<file path="config.mk">
export PLATFORM = sky130hd
export DESIGN_NAME = uart_rx
export DESIGN_NICKNAME = d
export VERILOG_FILES = /design/src/rtl/uart_pkg.sv /design/src/rtl/uart_rx_sync.sv /design/src/rtl/uart_rx.sv
export SDC_FILE = /design/constraint.sdc
export NUM_CORES = 1
export LEC_CHECK = 0
export CAP_MARGIN = 20
export CORE_MARGIN = 2
export CORE_UTILIZATION = 47
export DETAILED_ROUTE_END_ITERATION = 8
export GPL_TIMING_DRIVEN = 0
export PLACE_DENSITY_LB_ADDON = 0.15
export SETUP_SLACK_MARGIN = 0.15
export SLEW_MARGIN = 10
export SYNTH_ARGS = -nofsm -noshare
export SYNTH_HDL_FRONTEND = slang
export SYNTH_HIERARCHICAL = 1
export SYNTH_SLANG_ARGS = --single-unit
</file>
<file path="constraint.sdc">
create_clock -name clk -period 1.52 [get_ports clk]
set_clock_uncertainty 0.1 [all_clocks]
set_input_delay 0.456 -clock clk [delete_from_list [all_inputs] [get_ports clk]]
set_output_delay 0.456 -clock clk [all_outputs]
set_load 0.1 [all_outputs]
</file>
<file path="src/rtl/uart_pkg.sv">
// rtl/uart_pkg.sv - shared UART types and constants for the receive path and baud generator.
package uart_pkg;

    localparam logic UART_IDLE_LEVEL = 1'b1;

    typedef enum logic [2:0] {
        IDLE   = 3'd0,
        START  = 3'd1,
        DATA   = 3'd2,
        PARITY = 3'd3,
        STOP   = 3'd4
    } rx_state_t;

    // Baud-select encoding, shared with the baud generator's divider table.
    localparam logic [2:0] BAUD_9600   = 3'b000;
    localparam logic [2:0] BAUD_19200  = 3'b001;
    localparam logic [2:0] BAUD_38400  = 3'b010;
    localparam logic [2:0] BAUD_57600  = 3'b011;
    localparam logic [2:0] BAUD_115200 = 3'b100;
    localparam logic [2:0] BAUD_230400 = 3'b101;
    localparam logic [2:0] BAUD_460800 = 3'b110;
    localparam logic [2:0] BAUD_921600 = 3'b111;

endpackage

</file>
<file path="src/rtl/uart_rx_sync.sv">
// rtl/uart_rx_sync.sv - RX pin synchronizer with falling-edge (start-bit) detector.
module uart_rx_sync
    import uart_pkg::*;
#(
    parameter int SYNC_STAGES = 2
) (
    input  logic clk,
    input  logic rst_n,
    input  logic rxd,
    output logic rxd_sync,
    output logic fall_pulse
);

    logic [SYNC_STAGES-1:0] sync_q;
    logic                   prev_q;

    // Flops reset to the idle level so leaving reset never looks like a start bit.
    always_ff @(posedge clk) begin
        if (!rst_n) begin
            sync_q <= {SYNC_STAGES{UART_IDLE_LEVEL}};
            prev_q <= UART_IDLE_LEVEL;
        end else begin
            sync_q <= {sync_q[SYNC_STAGES-2:0], rxd};
            prev_q <= sync_q[SYNC_STAGES-1];
        end
    end

    assign rxd_sync   = sync_q[SYNC_STAGES-1];
    assign fall_pulse = ~sync_q[SYNC_STAGES-1] & prev_q;

endmodule

</file>
<file path="src/rtl/uart_rx.sv">
// rtl/uart_rx.sv - UART receive engine: start detect, mid-bit sampling, valid/ready byte output.
// Parity checking and its ports are built only when UART_RX_PARITY_EN is defined.
module uart_rx
    import uart_pkg::*;
#(
    parameter int DATA_BITS   = 8,
    parameter int SYNC_STAGES = 2
) (
    input  logic                 clk,
    input  logic                 rst_n,
    input  logic                 i_rxd,
    input  logic                 i_rx_strb,
    output logic                 o_rx_strb_en,
    output logic [DATA_BITS-1:0] o_data,
    output logic                 o_valid,
    input  logic                 i_ready,
    output logic                 o_frame_err,
`ifdef UART_RX_PARITY_EN
    output logic                 o_overrun,
    input  logic                 i_parity_en,
    input  logic                 i_parity_odd,
    output logic                 o_parity_err
`else
    output logic                 o_overrun
`endif
);

    localparam int CNT_W = $clog2(DATA_BITS + 1);
    localparam logic [CNT_W-1:0] LAST_BIT = CNT_W'(DATA_BITS - 1);

    rx_state_t            state;
    logic [CNT_W-1:0]     bit_cnt;
    logic [DATA_BITS-1:0] shift_q;
    logic                 rxd_sync;
    logic                 fall_pulse;
`ifdef UART_RX_PARITY_EN
    logic                 par_pend;
`endif

    uart_rx_sync #(
        .SYNC_STAGES (SYNC_STAGES)
    ) u_sync (
        .clk        (clk),
        .rst_n      (rst_n),
        .rxd        (i_rxd),
        .rxd_sync   (rxd_sync),
        .fall_pulse (fall_pulse)
    );

    always_ff @(posedge clk) begin
        if (!rst_n) begin
            state        <= IDLE;
            o_rx_strb_en <= 1'b0;
            o_data       <= '0;
            o_valid      <= 1'b0;
            o_frame_err  <= 1'b0;
            o_overrun    <= 1'b0;
            bit_cnt      <= '0;
            shift_q      <= '0;
`ifdef UART_RX_PARITY_EN
            par_pend     <= 1'b0;
            o_parity_err <= 1'b0;
`endif
        end else begin
            o_frame_err <= 1'b0;
            o_overrun   <= 1'b0;
`ifdef UART_RX_PARITY_EN
            o_parity_err <= 1'b0;
`endif
            // A completing byte in STOP overrides this clear.
            if (o_valid && i_ready) begin
                o_valid <= 1'b0;
            end

            case (state)
                IDLE: begin
                    if (fall_pulse) begin
                        state        <= START;
                        o_rx_strb_en <= 1'b1;
                    end
                end
                START: begin
                    if (i_rx_strb) begin
                        if (!rxd_sync) begin
                            state   <= DATA;
                            bit_cnt <= '0;
`ifdef UART_RX_PARITY_EN
                            par_pend <= 1'b0;
`endif
                        end else begin
                            state        <= IDLE;
                            o_rx_strb_en <= 1'b0;
                        end
                    end
                end
                DATA: begin
                    if (i_rx_strb) begin
                        shift_q <= {rxd_sync, shift_q[DATA_BITS-1:1]};
                        bit_cnt <= bit_cnt + CNT_W'(1);
                        if (bit_cnt == LAST_BIT) begin
`ifdef UART_RX_PARITY_EN
                            state <= i_parity_en ? PARITY : STOP;
`else
                            state <= STOP;
`endif
                        end
                    end
                end
`ifdef UART_RX_PARITY_EN
                PARITY: begin
                    if (i_rx_strb) begin
                        par_pend <= (^shift_q) ^ rxd_sync ^ i_parity_odd;
                        state    <= STOP;
                    end
                end
`endif
                STOP: begin
                    if (i_rx_strb) begin
                        state        <= IDLE;
                        o_rx_strb_en <= 1'b0;
`ifdef UART_RX_PARITY_EN
                        o_parity_err <= par_pend;
`endif
                        if (rxd_sync) begin
                            if (!o_valid || i_ready) begin
                                o_data  <= shift_q;
                                o_valid <= 1'b1;
                            end else begin
                                o_overrun <= 1'b1;
                            end
                        end else begin
                            o_frame_err <= 1'b1;
                        end
                    end
                end
                default: begin
                    state        <= IDLE;
                    o_rx_strb_en <= 1'b0;
                end
            endcase
        end
    end

endmodule

</file>
==> flow_metrics.py, run 1 <==
metrics = {
    "die": {
        "design.core.area_sq_um": 2450,
        "std_cell_rows": 18,
        "die-height_microns": 54.4,
        "die-width_microns": 54.4,
        "initial_utilization": 0.487,
        "die_area_sq_um": 2960,
        "boundaryPins": 17,
    },
    "detailed_routing": {
        "first_pass_iteration_count_of_the_detailed_router": 4,
        "post_drt_wl_per_cell_microns": 12.6,
        "remaining_drc_errors": 0,
        "vias": 1113,
        "routed_via_count_divided_by_cell_count": 5.18,
        "final_antenna_net_count": 0,
        "drt_wl_total_microns": 2710,
        "initialDrtViolationCount": 16,
    },
    "synth": {
        "synth_seq_cells": 30,
        "async_flop_share": 0,
        "synth_commonest_cells": "dfxtp_1, nand2_1, a21oi_1",
        "seq_area_frac_synth": 0.502,
        "synth_warnings": 6,
        "syn_nets": 148,
        "yosys.cell_count.top_type": "dfxtp_1",
        "yosysUniqueCellTypes": 31,
        "synthesis.area_per_instance_sq_um": 8.42,
        "yosysTopAreaCell": "dfxtp_1",
        "synthTopCellsByArea": "dfxtp_1, nand2_1, a21oi_1",
        "mappedNetlistArea_sq_um": 1200,
        "netlist_instances": 142,
        "synth_top_flop_cell": "dfxtp_1",
        "synth_edf_count": 0,
        "synth_top_area_frac": 0.502,
    },
    "placed_design": {
        "hpwlAfterDp_microns": 1620,
        "placer_s_final_routability_congestion_estimate": 0.802,
        "portBuffers": 16,
        "dpl_worst_slack_ns": -0.633,
    },
    "final_layout": {
        "insertedDiodeCount": 0,
        "fillCellCount": 167,
        "drive_gt1_frac": 0.465,
        "num-nets-final": 190,
        "layout-area-overhead-vs-synth_pct": 59.6,
    },
    "grt": {
        "initial_antenna_violation_count": 0,
        "track_usage": 0.214,
        "grt_max_degree": 11,
        "grt_first_pass_wirelength_microns": 4440,
        "grt.overflow.total": 0,
        "grt_pass1_vias": 1036,
    },
    "clock_tree": {
        "tritoncts_num_sinks": 30,
        "ctsHtreeMaxLevel": 2,
        "cts_clock_pin_slew_for_the_worst_setup_and_hold_paths_ns": 0.09,
        "clock-root-buffer": "clkbuf_4",
        "clk_lat_worst_skew_ns": 0.33,
        "tritoncts.num_buffers": 5,
        "cts_hold_buf": 0,
        "cts_max_path_buffers": 2,
        "cts_tree": "built",
    },
    "critical_path": {
        "worst-endpoint-arrival_ns": 1.65,
        "critPathKind": "flip-flop to flip-flop",
        "critical_path.endpoint_type": "flip-flop",
        "kind_of_start_point_of_the_critical_path": "flip-flop",
        "critical-path-slowest-cell": "or3b_4",
        "crit_chain": "buf_6, or3b_4, or3_1, a21oi_1",
        "crit_path_max_incr_delay_ns": 0.40,
        "cp.required_ns": 1.68,
        "worst-path-max-fanout": 7,
    },
    "timing": {
        "period_minus_slack_ns": 1.49,
        "drv_slew": 0,
        "maxSlewHeadroom": 0.857,
        "setup_tns_ns": 0,
        "whs_ns": 0.286,
        "final_critical_path_setup_slack_ns": 0.0265,
        "setup_viol": 0,
        "max_freq_mhz": 670,
        "tightest_slew_ns": 0.214,
        "timing.final.hold_violations": 0,
        "period_share": 0.983,
        "rsz0062_at_grt": "yes",
    },
    "run_status": {
        "run_status": "complete, no violations",
    },
    "worst_hold_path": {
        "timing.hold.worst.class": "input port to flip-flop",
    },
    "power_and_ir_drop": {
        "post-layout-total-power_mw": 1.39,
        "p_leak_nw": 0.707,
        "worst_vdd_drop_mv": 0.989,
        "cellPowerDensity_nw_per_um2": 729,
    },
    "flow_run": {
        "timing.max_cap.violations": 0,
    },
}
==> per-layer routing <==
layer	up-vias	global-route usage	part of all wire
met1	517	0.238	0.42
met3	6	0.0656	0.037
li1	572	-	-
met2	18	0.378	0.52
met5	-	0	0
met4	0	0.0875	0.017
==> layout make-up <==
class	count	area (sq um)	area share
clock buffer	7	55.1	0.0288
buffer	8	86.3	0.0452
multi-input combinational	101	648	0.339
clock inverter	1	5.00	0.00262
sequential	30	638	0.334
inverter	3	11.3	0.00590
tap	30	37.5	0.0197
timing repair buffer	35	428	0.224
==> cells in the final DEF, fill, tap and decap left out, types with 3 or more instances in the layout <==
cell / count
nand2_1: 26
buf_4: 16
a21oi_1: 15
dfxtp_2: 12
dfxtp_1: 12
buf_12: 12
o21ai_1: 9
nand3_2: 8
buf_6: 6
nor2_1: 6
clkbuf_4: 6
dfxtp_4: 6
nand2b_1: 5
nor2b_1: 3
nor3b_2: 3
nor3_1: 3
==> worst max-delay path, delay by kind of cell (launching register included) <==
family          cells  cell delay [ns]
buf+inv             1             0.13
simple gates        2             0.72
flops               1             0.36
compound gates      1             0.12
==> cells by family after synthesis <==
group	after synthesis	synth area share
adders and majority gates	1	0.0105
AOI/OAI and AO/OA	32	0.146
DFF	30	0.502
and+or+nand+nor	68	0.300
buffers and inverters	11	0.0408
==> report_power, final <==
part	total [mW]	switching, mW	internal [mW]
combinational	0.113	0.0577	0.0557
sequential	0.789	0.00592	0.783
clock	0.490	0.266	0.224
==> metrics by stage <==
step | utilization | instances | instance area (sq um)
final | 0.778 | 215 | 1910
after global routing | 0.778 | 215 | 1910
after CTS | 0.740 | 210 | 1820
after detailed placement | 0.591 | 188 | 1450
after global placement | 0.591 | 188 | 1450
after floorplan | - | 142 | 1250
==> worst paths after layout <==
kind                                        from               end  slack (ns)  cells past startpoint
worst max-delay path                    state[0]        bit_cnt[2]        0.03                      4
worst max register to register          state[0]        bit_cnt[2]        0.03                      4
worst min-delay path                       rst_n  u_sync/sync_q[1]        0.29                      2
worst min register to register  u_sync/sync_q[0]  u_sync/sync_q[1]        0.33                      1
==> flip-flops by register name, summed over array words and instances (netlist names) <==
signal         cells
bit_cnt            4
o_data             8
o_frame_err        1
o_overrun          1
o_rx_strb_en       1
o_valid            1
shift_q            8
state              3
u_sync/prev_q      1
u_sync/sync_q      2
==> what timing repair did <==
action	CTS	global route
endpoints found under the hold margin	0	0
setup buffers	13	5
setup endpoints to repair	39	36
resized for setup	134	15
pin swaps	11	9
cloned	1	0
No activity file was read; power rests on OpenSTA's default activity.
==> run 2: changes to the inputs <==
ABC_AREA = 0   (was not set)
==> results of run 2 <==
No change in the layout: final DEF, timing and power equal those of run 1.
==> run 3: changes to the inputs <==
CORE_UTILIZATION = 50   (was 47)
DONT_BUFFER_PORTS = 1   (was not set)
==> run 3 against run 2 <==
Net effect:
- global-route usage up 0.79 points
- sequential share of layout area grew 7.6 points
- utilization decreased by 6.3 points
- the flow now finishes with violations (setup timing)
- sequential cell count unchanged
- power rose by 4.5%
- critical path depth grew 2
- worst hold slack worse by 0.20 ns
- worst setup slack got worse by 0.052 ns
- clock power increased by 22%
- largest power group unchanged
==> flow_metrics.py, run 3 (synthesis results as in run 1) <==
metrics = {
    "grt": {
        "grt.overflow.total": 0,
        "initial_antenna_violation_count": 0,
        "grt_first_pass_wirelength_microns": 4360,
        "grt_util_met2": 0.381,
        "top_usage_layer": "met2",
        "grt_util_met3": 0.0621,
        "globalRouteMet1Util": 0.240,
        "track_usage": 0.222,
        "grt_pass1_vias": 1041,
        "grt_max_degree": 11,
    },
    "die": {
        "initial_utilization": 0.536,
        "boundaryPins": 17,
        "std_cell_rows": 17,
        "design.core.area_sq_um": 2230,
        "die-width_microns": 52.9,
        "die-height_microns": 52.9,
        "die_area_sq_um": 2800,
    },
    "timing": {
        "period_minus_slack_ns": 1.55,
        "setup_viol": 2,
        "max_freq_mhz": 647,
        "final_critical_path_setup_slack_ns": -0.0254,
        "timing.final.hold_violations": 0,
        "period_share": 1.02,
        "drv_slew": 0,
        "tightest_slew_ns": 0.469,
        "whs_ns": 0.0898,
        "rsz0062_at_grt": "yes",
        "maxSlewHeadroom": 0.687,
    },
    "clock_tree": {
        "clock-root-buffer": "clkbuf_4",
        "ctsHtreeMaxLevel": 2,
        "tritoncts.num_buffers": 5,
        "cts_max_path_buffers": 2,
        "cts_tree": "built",
        "cts_clock_pin_slew_for_the_worst_setup_and_hold_paths_ns": 0.10,
        "clk_lat_worst_skew_ns": 0.34,
        "tritoncts_num_sinks": 30,
    },
    "final_layout": {
        "mostFrequentLayoutCell": "nand2_1",
        "layout-area-overhead-vs-synth_pct": 33.5,
        "drive_gt1_frac": 0.401,
        "top_flop_regs": "o_data (8), shift_q (8), bit_cnt (4)",
        "num-nets-final": 167,
        "most-common-layout-cells": "nand2_1, a21oi_1, dfxtp_4",
        "insertedDiodeCount": 0,
    },
    "worst_hold_path": {
        "timing.hold.worst.class": "input port to flip-flop",
    },
    "critical_path": {
        "cp.required_ns": 1.68,
        "worst-path-max-fanout": 6,
        "critPathKind": "flip-flop to flip-flop",
        "critical_path.endpoint_type": "flip-flop",
        "kind_of_start_point_of_the_critical_path": "flip-flop",
        "worst-endpoint-arrival_ns": 1.71,
    },
    "placed_design": {
        "placer_s_final_routability_congestion_estimate": 0.787,
        "hpwlAfterDp_microns": 1580,
        "portBuffers": 0,
        "dpl_worst_slack_ns": -0.198,
    },
    "flow_run": {
        "timing.max_cap.violations": 0,
    },
    "detailed_routing": {
        "routed_via_count_divided_by_cell_count": 5.54,
        "final_antenna_net_count": 0,
        "drt_wl_total_microns": 2670,
        "remaining_drc_errors": 0,
        "initialDrtViolationCount": 30,
        "first_pass_iteration_count_of_the_detailed_router": 4,
        "post_drt_wl_per_cell_microns": 14.1,
        "vias": 1052,
    },
    "run_status": {
        "run_status": "complete, but fails checks",
        "violations": "setup timing",
    },
    "power_and_ir_drop": {
        "worst_vdd_drop_mv": 0.657,
        "cellPowerDensity_nw_per_um2": 912,
        "p_leak_nw": 0.536,
    },
}
-- run 3: changes by cell type in the layout (fill, tap and decap cells not counted), sizes merged --
cell	before	now
nor2	7	8
dlygate4sd2	2	0
dlymetal6s2s	1	0
clkdlybuf4s50	1	0
buf	36	16
clkbuf	10	11
clkinv	1	0
-- run 3: layout make-up --
cell class	instances	area, sq um
Sequential cell	30	656
Clock buffer	8	78.8
Tap cell	28	35.0
Buffer	8	66.3
Timing Repair Buffer	11	108
Inverter	3	11.3
Multi-Input combinational cell	102	642
Fill cell	180	637
-- run 3: path summary, 6_finish.rpt --
path,from,to,slack (ns),cells past startpoint
worst max-delay path,state[0],bit_cnt[1],-0.03,6
worst min-delay path,rst_n,u_sync/sync_q[1],0.09,1
worst max register to register,state[0],bit_cnt[1],-0.03,6
worst min register to register,u_sync/sync_q[0],u_sync/sync_q[1],0.32,1
-- run 3: per-layer routing --
metal	vias to the layer above	routed length, microns	share of wire
met1	481	1090	0.41
met3	8	130	0.049
li1	534	-	-
met5	-	0	0
met2	29	1390	0.52
met4	0	63	0.024
-- run 3: power by group --
part / switching [mW] / internal, mW / total, mW
Combinational: 0.0395 / 0.0292 / 0.0687
Sequential: 0.0197 / 0.771 / 0.791
Clock: 0.280 / 0.316 / 0.596
Total: 0.339 / 1.12 / 1.46
-- run 3: critical path, cell delays in order (launching register included) --
cell and delay [ns]:
dfxtp_4 0.35, buf_6 0.13, or3b_4 0.40, buf_6 0.14, nor2_4 0.12, a22oi_1 0.11
nor2_1 0.14
-- run 3: timing repair --
action	CTS	global route
resized for setup	28	11
endpoints found under the setup margin	33	36
pin swaps	4	8
hold buffers	0	0
buffers inserted	10	0
cloned	2	0
-- run 3: metrics by stage --
step | std cells | instance area [sq um] | total power, mW | setup TNS (ns) | util
6_report | 190 | 1600 | 1.46 | -0.0366 | 0.715
5_1_grt | 190 | 1600 | 1.50 | -0.639 | 0.715
4_1_cts | 190 | 1560 | 1.45 | 0 | 0.698
3_5_place_dp | 170 | 1290 | 0.881 | -1.65 | 0.576
3_3_place_gp | 170 | 1290 | 0.880 | -1.31 | 0.576
2_1_floorplan | 142 | 1250 | 0.870 | 0 | -
